File: src/rtl/store_buffer_pkg.sv
// Shared dm access-type encodings and the byte-length helper used by the
// store buffer's overlap check.
package store_buffer_pkg;

    localparam logic [2:0] DM_WORD              = 3'b000;
    localparam logic [2:0] DM_HALFWORD          = 3'b001;
    localparam logic [2:0] DM_HALFWORD_UNSIGNED = 3'b010;
    localparam logic [2:0] DM_BYTE              = 3'b011;
    localparam logic [2:0] DM_BYTE_UNSIGNED     = 3'b100;

    localparam int SB_LEN_W = 3;

    // Unknown encodings are treated as full words so the check stays conservative.
    function automatic logic [SB_LEN_W-1:0] sb_len(input logic [2:0] acc_type);
        case (acc_type)
            DM_HALFWORD, DM_HALFWORD_UNSIGNED: sb_len = 3'd2;
            DM_BYTE, DM_BYTE_UNSIGNED:         sb_len = 3'd1;
            default:                           sb_len = 3'd4;
        endcase
    endfunction

endpackage

File: src/rtl/sb_overlap.sv
// Pure combinational byte-range overlap test between one pending store and a load.
module sb_overlap
    import store_buffer_pkg::*;
#(
    parameter int AW = 9
) (
    input  logic [AW-1:0] i_st_addr,
    input  logic [2:0]    i_st_type,
    input  logic [AW-1:0] i_ld_addr,
    input  logic [2:0]    i_ld_type,
    output logic          o_overlap
);

    logic [AW-1:0] w_d1;
    logic [AW-1:0] w_d2;

    // Modular distances make ranges that wrap past the top of dm compare correctly.
    assign w_d1 = i_ld_addr - i_st_addr;
    assign w_d2 = i_st_addr - i_ld_addr;

    assign o_overlap = (w_d1 < AW'(sb_len(i_st_type))) |
                       (w_d2 < AW'(sb_len(i_ld_type)));

endmodule

File: src/rtl/store_buffer.sv
// In-order FIFO of committed stores between the MEM stage and dm, with a
// load-vs-pending-store hazard check across every valid entry.
module store_buffer
    import store_buffer_pkg::*;
#(
    parameter int DEPTH = 4,
    parameter int AW    = 9
) (
    input  logic                       clk,
    input  logic                       rst,
    input  logic                       st_valid,
    input  logic [AW-1:0]              st_addr,
    input  logic [2:0]                 st_type,
    input  logic [31:0]                st_data,
    output logic                       st_ready,
    input  logic                       ld_valid,
    input  logic [AW-1:0]              ld_addr,
    input  logic [2:0]                 ld_type,
    output logic                       ld_hazard,
    input  logic                       dm_grant,
    output logic                       dm_we,
    output logic [AW-1:0]              dm_addr,
    output logic [2:0]                 dm_type,
    output logic [31:0]                dm_din,
    output logic                       sb_empty,
    output logic [$clog2(DEPTH):0]     sb_count
);

    localparam int PW = $clog2(DEPTH);

    logic [AW-1:0] r_addr [DEPTH];
    logic [2:0]    r_type [DEPTH];
    logic [31:0]   r_data [DEPTH];
    logic [PW-1:0] r_head;
    logic [PW-1:0] r_tail;
    logic [PW:0]   r_count;

    logic             w_empty;
    logic             w_push;
    logic             w_pop;
    logic [DEPTH-1:0] w_valid;
    logic [DEPTH-1:0] w_overlap;

    assign w_empty  = (r_count == '0);
    assign st_ready = (r_count != (PW+1)'(DEPTH));
    assign w_push   = st_valid & st_ready;
    // Reset wins over a grant so nothing reaches dm in the reset cycle.
    assign dm_we    = dm_grant & ~w_empty & ~rst;
    assign w_pop    = dm_we;

    assign dm_addr  = w_empty ? '0 : r_addr[r_head];
    assign dm_type  = w_empty ? '0 : r_type[r_head];
    assign dm_din   = w_empty ? '0 : r_data[r_head];
    assign sb_empty = w_empty;
    assign sb_count = r_count;

    // NOTE: every always_comb output gets a default first so no latch is inferred.
    always_comb begin
        w_valid = '0;
        for (int i = 0; i < DEPTH; i++) begin
            logic [PW-1:0] off;
            off        = PW'(i) - r_head;
            w_valid[i] = ({1'b0, off} < r_count);
        end
    end

    for (genvar g = 0; g < DEPTH; g++) begin : g_ovl
        sb_overlap #(.AW(AW)) u_sb_overlap (
            .i_st_addr (r_addr[g]),
            .i_st_type (r_type[g]),
            .i_ld_addr (ld_addr),
            .i_ld_type (ld_type),
            .o_overlap (w_overlap[g])
        );
    end

    assign ld_hazard = ld_valid & |(w_valid & w_overlap);

    // NOTE: sequential state uses non-blocking assignments so all flops update together.
    always_ff @(posedge clk) begin
        if (rst) begin
            r_head  <= '0;
            r_tail  <= '0;
            r_count <= '0;
        end else begin
            if (w_push) r_tail <= r_tail + 1'b1;
            if (w_pop)  r_head <= r_head + 1'b1;
            r_count <= r_count + (PW+1)'(w_push) - (PW+1)'(w_pop);
        end
    end

    // NOTE: entry storage is not reset; validity comes only from head/count.
    always_ff @(posedge clk) begin
        if (w_push) begin
            r_addr[r_tail] <= st_addr;
            r_type[r_tail] <= st_type;
            r_data[r_tail] <= st_data;
        end
    end

endmodule

File: config.mk
export PLATFORM = sky130hd
export DESIGN_NAME = store_buffer
export DESIGN_NICKNAME = d
export VERILOG_FILES = /design/src/rtl/store_buffer_pkg.sv /design/src/rtl/sb_overlap.sv /design/src/rtl/store_buffer.sv
export SDC_FILE = /design/constraint.sdc
export NUM_CORES = 1
export LEC_CHECK = 0
export ABC_AREA = 1
export BUFFER_PORTS_ARGS = -buffer_cell sky130_fd_sc_hd__buf_2
export CORE_MARGIN = 5
export CORE_UTILIZATION = 45
export CTS_CLUSTER_DIAMETER = 200
export CTS_CLUSTER_SIZE = 40
export DETAILED_ROUTE_END_ITERATION = 7
export GPL_ROUTABILITY_DRIVEN = 0
export PLACE_DENSITY = 0.75
export SETUP_SLACK_MARGIN = 0.15
export SKIP_CTS_REPAIR_TIMING = 1
export SLEW_MARGIN = 20
export SYNTH_ARGS = -nofsm -noshare
export SYNTH_HDL_FRONTEND = slang
export SYNTH_SLANG_ARGS = --single-unit
File: constraint.sdc
create_clock -name clk -period 4.3 [get_ports clk]
set_clock_uncertainty 0.15 [all_clocks]
set_input_delay 0.43 -clock clk [delete_from_list [all_inputs] [get_ports clk]]
set_output_delay 0.43 -clock clk [all_outputs]
set_load 0.01 [all_outputs]
# == Word-level counts from Yosys, hierarchy flattened ==
# Memory sizes are Yosys's and may differ from the RTL's. A register that Yosys moved wholly into a read port is not among the register bits.
# Index checks and enable logic that the tools add are counted.
# word_totals
latchBits,0
mem_count,3
word_cells,94
ff_bits,7
ram_bits,176
rom_bits,0
out_inout_bits,51
# mem_list
memory,words,word_bits,read_ports,rd_ports_with_merged_regs,write_ports,line_no,source
r_data,4,32,1,1,1,store_buffer.sv:33,logic [31:0] r_data [DEPTH];
r_addr,4,9,5,1,1,store_buffer.sv:31,logic [AW-1:0] r_addr [DEPTH];
r_type,4,3,5,1,1,store_buffer.sv:32,logic [2:0] r_type [DEPTH];
# op_classes
n_mux,16
n_bitwise,11
n_shift,0
eq_ne,21
magnitude_cmp,12
n_div,0
n_mul,0
n_addsub,16
n_reduce_logical,12
# op_table
operator,count
less-than comparator 9 x 3 -> 1 bit,8
subtractor 9 bit,8
two-way mux 32 bit,1
"equality test 3 x 2 -> 1 bit, second input constant",10
case mux 3 bit (2 select lines),5
OR reduction 2 bit,10
"equality test 3 x 1 -> 1 bit, second input constant",5
"equality test 3 bit, second input constant",5
less-than comparator 2 x 3 -> 1 bit,4
two-way mux 2 bit,6
two-way mux 9 bit,1
"adder 2 x 1 -> 2 bit, second input constant",2
AND 1 bit,4
AND 4 bit,1
OR 1 bit,4
OR reduction 4 bit,1
"subtractor 1 x 2 -> 2 bit, first input constant",2
"subtractor 2 bit, first input constant",2
adder 3 x 1 -> 3 bit,1
logical NOT 3 bit,1
two-way mux 3 bit,1
"!= test 3 bit, second input constant",1
subtractor 3 x 1 -> 3 bit,1
two-way mux 1 bit,2
NOT 1 bit,2

# == Depth between registers and ports, before layout ==
# Gate-level depths: netlist of the first run.
# logic_depth
ltp_word,8
ltp_mapped,18

# == Hierarchy ==
# Synthesis of the first run repeated with hierarchy kept, for this count alone.
# hier_totals
hier_cells,1416
area_unflattened_um2,11728.7
# modules_own_cells
module,instances,cells_each,area_each_um2
store_buffer,1,612,7454.6
sb_overlap (g_ovl[0].u_sb_overlap ...),3,201,1061.0
sb_overlap (g_ovl[2].u_sb_overlap),1,201,1091.0

# == Least setup slack after synthesis of the first run ==
# No wires, ideal clock.
# synth_path
path_kind,flip-flop to flip-flop
from,register r_count[1] (netlist: sb_count[1])
to,memory r_addr[0][0] (enable)
arrival_time_ps,2734
synth_period_minus_slack_ps,3330
stages_incl_launch_ff,5
path_buffers,0
slack_ps,970
path_cell_list,dfxtp_1 nor2_1 nand2_1 nand2_1 nor2_1
# synth_between
elab_chain_cells,4
# synth_lines
item,line_no,source
from (decl),store_buffer.sv:36,logic [PW:0] r_count;
from (signal assigned),store_buffer.sv:88,r_count <= r_count + (PW+1)'(w_push) - (PW+1)'(w_pop);
!= test 3 bit,store_buffer.sv:45,assign st_ready = (r_count != (PW+1)'(DEPTH));
via st_ready,store_buffer.sv:15,"output logic st_ready,"
AND 1 bit,store_buffer.sv:46,assign w_push = st_valid & st_ready;
two-way mux 1 bit,store_buffer.sv:94,if (w_push) begin
two-way mux 1 bit (not written as such),store_buffer.sv:95,r_addr[r_tail] <= st_addr;
to (decl),store_buffer.sv:31,
# The timed path passes the listed nets, and every way through them passes these cells.

==> run_results.csv, run 1 <==
group,metric,value,unit
yosys,ys_ff_latch,185,
timing,fin_crit_sh,0.8091,
clock_tree,insertion_delay,430,ps
min_path,hold_path.class,"in -> reg",
placed_design,dp_hpwl,20210,um
worst_setup_path,critPathSlowestCell,"fa_1",
yosys,synthCells,1327,
clock_tree,cts_buffers,17,
global_route,grt_pass1_wl,45080,um
detailed_routing,routedWlPerCell,15.96,um
detailed_routing,viasPerCell,5.225,
yosys,async_reset_ff_frac,0,
floorplanning,initial_core_util,0.4531,
floorplanning,die_height,168.8,um
layout,drive_gt1_frac,0.1280,
timing,tightestPinTransition,965.9,ps
detailed_routing,drt_wl_total,28340,um
worst_setup_path,critPathArrivalTime,2900,ps
yosys,synth_area,0.01134,mm^2
run_status,status,"completed",
clock_tree,h-tree-depth,4,
global_route,antenna_found_initial,7,
pwr,power_density,508.9,mW/mm^2
clock_tree,cts_max_path_buffers,2,
detailed_routing,vias,9279,
detailed_routing,ant_nets,0,
layout,final_nets,1592,
yosys,synthFlopType,"edfxtp_1",
global_route,groute.usage.overall,0.1988,
floorplanning,dieArea,0.02848,mm^2
worst_setup_path,required,3720,ps
clock_tree,tritoncts,"yes",
yosys,syn_nets,1487,
flow_run,drv_cap,0,
pwr,vdd_drop_max,0.0004153,V
detailed_routing,first_pass_iters,5,
timing,setup_viol,0,
detailed_routing,dr.first_iter.drc_count,636,
floorplanning,placementRows,58,
timing,fin_crit,3479,ps
timing,fmax,287.4,MHz
global_route,met1_usage,0.2453,
timing,rsz0062_at_grt,"no",
worst_setup_path,start_kind,"register",
clock_tree,root_buffer,"clkbuf_16",
layout,nFillCells,2286,
worst_setup_path,crit_type,"reg -> out",
global_route,grt_use_met3,0.04764,
global_route,grt_start_max_net_pins,89,
floorplanning,io_pins,112,
layout,final_area,0.01286,mm^2
placed_design,portBuffers,111,
clock_tree,cts_num_sinks,185,
worst_setup_path,ff2ff_setup_slack,1660,ps
yosys,ys_types,33,
pwr,p_leak,5.903,nW
detailed_routing,drcViolationCount,0,
yosys,seq_area_frac_synth,0.4818,
yosys,syn_avg_cell_area,8.548,um^2
layout,area_growth,13.35,%
timing,slew_viol_final,0,
timing,slew_headroom,0.3561,
floorplanning,core_region_area,0.02504,mm^2
worst_setup_path,path_common_cell,"nand2_1",
global_route,grt_util_met2,0.3440,
worst_setup_path,critPathCaptureType,"primary output",
floorplanning,die_w,168.8,um
yosys,synth_edf_count,176,
timing,finalSetupTns,0,ps
global_route,grt_pass1_vias,8901,
yosys,ys_warn_count,0,
worst_setup_path,path_cells,"ha_1 > inv_1 > fa_1 > ha_1 > nand2_1 > a21boi_0 > nor2_1 > nand3_1 > nand2_1 > nand2_1 > nand2_1 > nor2_1 > nor2_1 > buf_2",
timing,finalHoldViolCount,0,
worst_setup_path,slowest_delay,450,ps
global_route,grt-ovfl-total,0,
global_route,grt.busiest_layer,"met2",
worst_setup_path,crit_path_max_fanout,3,
placed_design,placed_area,0.01227,mm^2
clock_tree,clk_pin_slew,80,ps
## where the power goes
part	leakage, nW	switching [mW]	internal (mW)	total, mW
Combinational	3.93	1.83	0.902	2.73
Sequential	1.69	0.107	2.20	2.30
Clock	0.286	0.733	0.776	1.51
## cells in the final DEF (no fill, tap or decap), types with 2 or more instances in the layout
cell,instances
nor2_2,5
nand3b_1,6
nand4_1,5
inv_8,4
clkbuf_16,17
nand2_1,296
inv_1,172
nand3_2,5
xor2_1,16
inv_2,2
o21ai_1,2
buf_2,111
nor2_1,184
nor2_4,6
a21boi_0,2
clkinv_1,3
clkinv_8,4
a21oi_2,3
dfxtp_2,2
o21ai_0,96
or2_1,6
edfxtp_1,176
o21bai_1,8
or2_2,3
a21oi_1,101
buf_4,12
nand3_1,79
dfxtp_1,7
nand2_2,4
ha_1,90
inv_6,3
fa_1,9
## logic make-up (layout without fill, tap and decap cells)
| family | Yosys count | in the layout | synth area share |
|---|---|---|---|
| AO/OA/AOI/OAI | 213 | 213 | 0.09740 |
| XOR/XNOR | 17 | 17 | 0.01313 |
| adder cells (fa/ha/maj) | 99 | 99 | 0.1152 |
| buffers and inverters | 212 | 330 | 0.07280 |
| flip-flops | 185 | 185 | 0.4818 |
| other | 0 | 1 | 0 |
| AND/OR/NAND/NOR | 601 | 601 | 0.2197 |
## area by class of cell
type	instances	area (um^2)	area share
clock buffer	17	425.4	0.03309
tap	330	412.9	0.03211
timing repair buffer	123	645.6	0.05021
antenna	1	2.502	0.0001946
sequential	185	5468	0.4253
inverter	175	656.9	0.05109
clock inverter	15	157.7	0.01226
multi-input combinational	930	5089	0.3958
## synth_stat cells, types with 6 or more instances
| master | count | area share |
|---|---|---|
| fa_1 | 9 | 0.016 |
| buf_2 | 6 | 0.0026 |
| nor2_1 | 188 | 0.062 |
| a21oi_1 | 101 | 0.045 |
| o21bai_1 | 8 | 0.0053 |
| dfxtp_1 | 9 | 0.016 |
| o21ai_0 | 96 | 0.042 |
| nand2_1 | 296 | 0.098 |
| inv_1 | 172 | 0.057 |
| edfxtp_1 | 176 | 0.47 |
| nand3b_1 | 6 | 0.0040 |
| nand3_1 | 79 | 0.035 |
| ha_1 | 90 | 0.099 |
| clkbuf_1 | 26 | 0.0086 |
| xor2_1 | 16 | 0.012 |
| or2_1 | 6 | 0.0033 |
## worst max-delay path: cells and delay by family (launching register included)
kind | cells | cell delay [ps]
buffers and inverters | 2 | 260
adders and majority gates | 3 | 950
AOI/OAI and AO/OA | 1 | 180
DFF | 1 | 420
and+or+nand+nor | 8 | 660
## routing by layer
layer / vias up / share of wire
li1: 4565 / -
met4: 12 / 0.024
met5: - / 0.0030
met2: 321 / 0.49
met3: 65 / 0.076
met1: 4316 / 0.41
## sequential cells by signal, indices dropped and copies added (netlist names), named ones only
register  cells
r_addr       36
r_data      128
r_head        2
r_tail        2
r_type       12
sb_count      3
## metrics by stage
stage / util / hold slack, ps / setup WS, ps / power, mW / instances
floorplan: - / 339.7 / 970.1 / 4.079 / 1327
global placement: 0.4902 / 361.9 / 941.3 / 5.022 / 1743
detailed placement: 0.4902 / 388.2 / 894.5 / 5.071 / 1743
CTS: 0.5134 / 21.57 / 785.0 / 6.580 / 1775
global route: 0.5135 / 30.69 / 531.7 / 7.009 / 1776
finish: 0.5135 / 38.51 / 820.8 / 6.543 / 1776
## path summary, 6_finish.rpt
path,end,cells past startpoint,from
setup reg to reg,r_data[3][3],5,sb_count[1]
hold reg to reg,r_tail[1],2,r_tail[1]
hold / removal,sb_count[1],2,rst
setup / recovery,ld_hazard,14,r_addr[2][0]
(Power assumes the default switching activity.)
==> run 2: changes to the inputs <==
--- a/config.mk
+++ b/config.mk
@@ -5,7 +5,7 @@
 export SDC_FILE = /design/constraint.sdc
 export NUM_CORES = 1
 export LEC_CHECK = 0
-export ABC_AREA = 1
+export ABC_AREA = 0
 export BUFFER_PORTS_ARGS = -buffer_cell sky130_fd_sc_hd__buf_2
 export CORE_MARGIN = 5
 export CORE_UTILIZATION = 45
@@ -13,7 +13,7 @@
 export CTS_CLUSTER_SIZE = 40
 export DETAILED_ROUTE_END_ITERATION = 7
 export GPL_ROUTABILITY_DRIVEN = 0
-export PLACE_DENSITY = 0.75
+export PLACE_DENSITY = 0.78
 export SETUP_SLACK_MARGIN = 0.15
 export SKIP_CTS_REPAIR_TIMING = 1
 export SLEW_MARGIN = 20
==> constraint.sdc (replaced) <==
create_clock -name clk -period 3 [get_ports clk]
set_clock_uncertainty 0.15 [all_clocks]
set_input_delay 0.3 -clock clk [delete_from_list [all_inputs] [get_ports clk]]
set_output_delay 0.3 -clock clk [all_outputs]
set_load 0.01 [all_outputs]
==> run 2 against run 1 <==
- register-to-register slack got worse by 1200 ps
- sequential share of layout area decreased by 2.9 points
- highest routed layer is now met4
- critical path type unchanged
- cell count is 19% lower
- critical path depth shrank 2
- wire length is 2.9% lower
- synthesized cell count down 35%
- setup slack got worse by 1800 ps
- the flow now finishes with violations (negative setup slack)
- hold slack improved by 73 ps
- non-clock buffer count rose by 147
==> run_results.csv, run 2 <==
group,metric,value,unit
yosys,seq_area_frac_synth,0.4993,
placed_design,pre_cts_slack,-631.1,ps
min_path,hold_path.class,"in -> reg",
worst_setup_path,path_depth,12,
worst_setup_path,reg2reg_depth,12,
detailed_routing,drcViolationCount,0,
detailed_routing,ant_nets,0,
yosys,ys_warn_count,0,
clock_tree,tritoncts,"yes",
pwr,vdd_drop_max,0.0008488,V
run_status,violations,"negative setup slack",
global_route,antenna_found_initial,0,
worst_setup_path,crit_type,"reg -> out",
yosys,ys_types,74,
timing,slew_headroom,0.5218,
clock_tree,cts_max_path_buffers,2,
clock_tree,cts_num_sinks,185,
yosys,syn_avg_cell_area,12.77,um^2
flow_run,drv_cap,0,
timing,fin_crit_sh,1.334,
clock_tree,insertion_delay,430,ps
floorplanning,die_w,166.0,um
detailed_routing,first_pass_iters,6,
worst_setup_path,cp_num_buf_inv,2,
layout,final_nets,1270,
detailed_routing,routedWlPerCell,19.02,um
worst_setup_path,crit_path_max_fanout,3,
worst_setup_path,critPathCaptureType,"primary output",
run_status,status,"finished with violations",
clock_tree,clk_pin_slew,80,ps
yosys,yosysTopAreaCellShare,0.4828,
floorplanning,initial_core_util,0.4541,
timing,setup_slack,-1003,ps
timing,fmax,249.8,MHz
global_route,groute.usage.overall,0.1928,
layout,seqCellArea,0.005470,mm^2
timing,tightestPinTransition,717.3,ps
clock_tree,h-tree-depth,4,
worst_setup_path,ff2ff_setup_slack,470,ps
layout,top_regs,"r_data: 128 flops, r_addr: 36 flops, r_type: 12 flops",
timing,rsz0062_at_grt,"yes",
worst_setup_path,path_cells,"ha_2 > inv_2 > fa_2 > xor2_1 > ha_1 > a221oi_2 > nand3_1 > or4_4 > nor4b_4 > a311oi_2 > a41oi_2 > buf_2",
yosys,yosys.area.top_type,"edfxtp_1",
global_route,grt-ovfl-total,0,
worst_setup_path,r2r-start,"sb_count[1]",
floorplanning,io_pins,112,
layout,max_flop_register,"r_data",
worst_setup_path,critPathArrivalTime,3550,ps
layout,nFillCells,1944,
yosys,synthFlopType,"edfxtp_1",
yosys,synth_edf_count,176,
placed_design,dp_hpwl,19640,um
floorplanning,core_region_area,0.02411,mm^2
layout,final_cell_mix,"edfxtp_1 (176), buf_2 (111), buf_4 (107), ha_1 (89), inv_1 (72)",
pwr,power_density,684.7,mW/mm^2
worst_setup_path,cp_top_family,"simple AND/OR/NAND/NOR gates",
yosys,synthCells,857,
timing,finalHoldViolCount,0,
global_route,grt_pass1_wl,42180,um
timing,slew_viol_final,0,
yosys,ys_ff_latch,185,
worst_setup_path,crit_path_end,"ld_hazard",
detailed_routing,viasPerCell,5.509,
placed_design,portBuffers,111,
layout,largest_register_ffs,128,
pwr,p_leak,5.546,nW
worst_setup_path,critPathSlowestCell,"or4_4",
yosys,synth_area,0.01095,mm^2
timing,setup_viol,1,
timing,finalSetupTns,-1003,ps
clock_tree,root_buffer,"clkbuf_16",
worst_setup_path,regToRegEndpoint,"sb_count[2]",
worst_setup_path,crit_start,"r_addr[1][0]",
yosys,syn_nets,1017,
yosys,synthTopCellsByCount,"edfxtp_1 (176), ha_1 (90), inv_1 (74)",
floorplanning,die_height,166.0,um
layout,antennaDiodeCount,0,
detailed_routing,dr.first_iter.drc_count,491,
worst_setup_path,start_kind,"register",
floorplanning,dieArea,0.02755,mm^2
layout,drive_gt1_frac,0.2921,
yosys,yosysMostFrequentCell,"edfxtp_1",
layout,area_growth,26.15,%
clock_tree,cts_buffers,17,
timing,fin_crit,4003,ps
layout,multi_input_area,0.005057,mm^2
yosys,async_reset_ff_frac,0,
yosys,synth_area_leaders,"edfxtp_1 (48%), ha_1 (10%), mux4_2 (9.1%)",
layout,final_common_cell,"edfxtp_1",
global_route,grt_pass1_vias,8057,
worst_setup_path,slowest_delay,530,ps
floorplanning,placementRows,57,
detailed_routing,drt_wl_total,27520,um
detailed_routing,vias,7971,
global_route,grt_start_max_net_pins,47,
worst_setup_path,required,2550,ps
## run 2: cell types whose count changed after synthesis, moves of 8 or more
cell,delta
inv_1,-98
and2_1,+47
a211oi_1,+12
nor3_1,+9
xnor2_1,+25
a21oi_1,-56
nand2b_1,+16
o21ai_0,-70
nand3_1,-70
nand2_1,-271
nor2_1,-146
mux4_2,+44
a21o_1,+8
## run 2: where the power goes
group | leakage [nW] | internal (mW) | total (mW) | switching (mW)
combinational | 3.56 | 1.84 | 3.78 | 1.94
clock | 0.302 | 1.22 | 2.34 | 1.12
sequential | 1.69 | 3.14 | 3.33 | 0.191
total | 5.55 | 6.21 | 9.46 | 3.25
## run 2: worst min path at each step
| stage | slack [ps] | endpoint | start | cells past startpoint |
|---|---|---|---|---|
| 2_1_floorplan | 250 | r_addr[0][0] | st_addr[0] | 0 |
| 3_3_place_gp | 340 | r_tail[1] | r_tail[1] | 2 |
| 3_5_place_dp | 360 | r_tail[1] | r_tail[1] | 2 |
| 4_1_cts | -90 | r_data[1][18] | st_data[18] | 1 |
| 5_1_grt | 120 | register | dm_grant | 4 |
| 6_report | 110 | register | dm_grant | 4 |
## run 2: per-stage QoR
stage / utilization / power (mW) / hold WS, ps / instances / instance area [um^2]
global route: 0.5729 / 10.00 / 119.4 / 1447 / 13810
global placement: 0.5263 / 7.055 / 342.0 / 1369 / 12690
finish: 0.5729 / 9.456 / 112.0 / 1447 / 13810
detailed placement: 0.5263 / 7.116 / 355.9 / 1369 / 12690
CTS: 0.5530 / 9.476 / -93.22 / 1401 / 13330
floorplan: - / 5.610 / 248.9 / 857 / 10950
## run 2: layout make-up
type | instances | share of cell area
sequential | 185 | 0.3961
multi-input combinational | 561 | 0.3662
timing repair buffer | 270 | 0.1412
clock buffer | 17 | 0.03081
tap | 324 | 0.02936
inverter | 75 | 0.02039
clock inverter | 15 | 0.01595
## run 2: worst reg2reg max path, delay by kind of cell (launching register included)
kind,cells,cell delay [ps]
fa+ha+maj,3,790
simple gates,4,610
flops,1,320
xor+xnor,2,320
buf+inv,3,250
## run 2: metal layers
layer  GRT usage  wire (um)  up-vias
li1            -          -     3708
met1      0.2312      11120     3945
met2      0.3388      13950      279
met3     0.04880       1803       39
met4     0.06671        648        0
met5           0          0        -
## run 2: cell families (layout without fill, tap and decap cells)
group,after synthesis,after routing,synth area share
flops,185,185,0.4993
fa+ha+maj,99,99,0.1193
buf+inv,111,377,0.04103
simple gates,199,199,0.1006
xor+xnor,48,48,0.03909
mux,51,51,0.09704
compound gates,164,164,0.1037
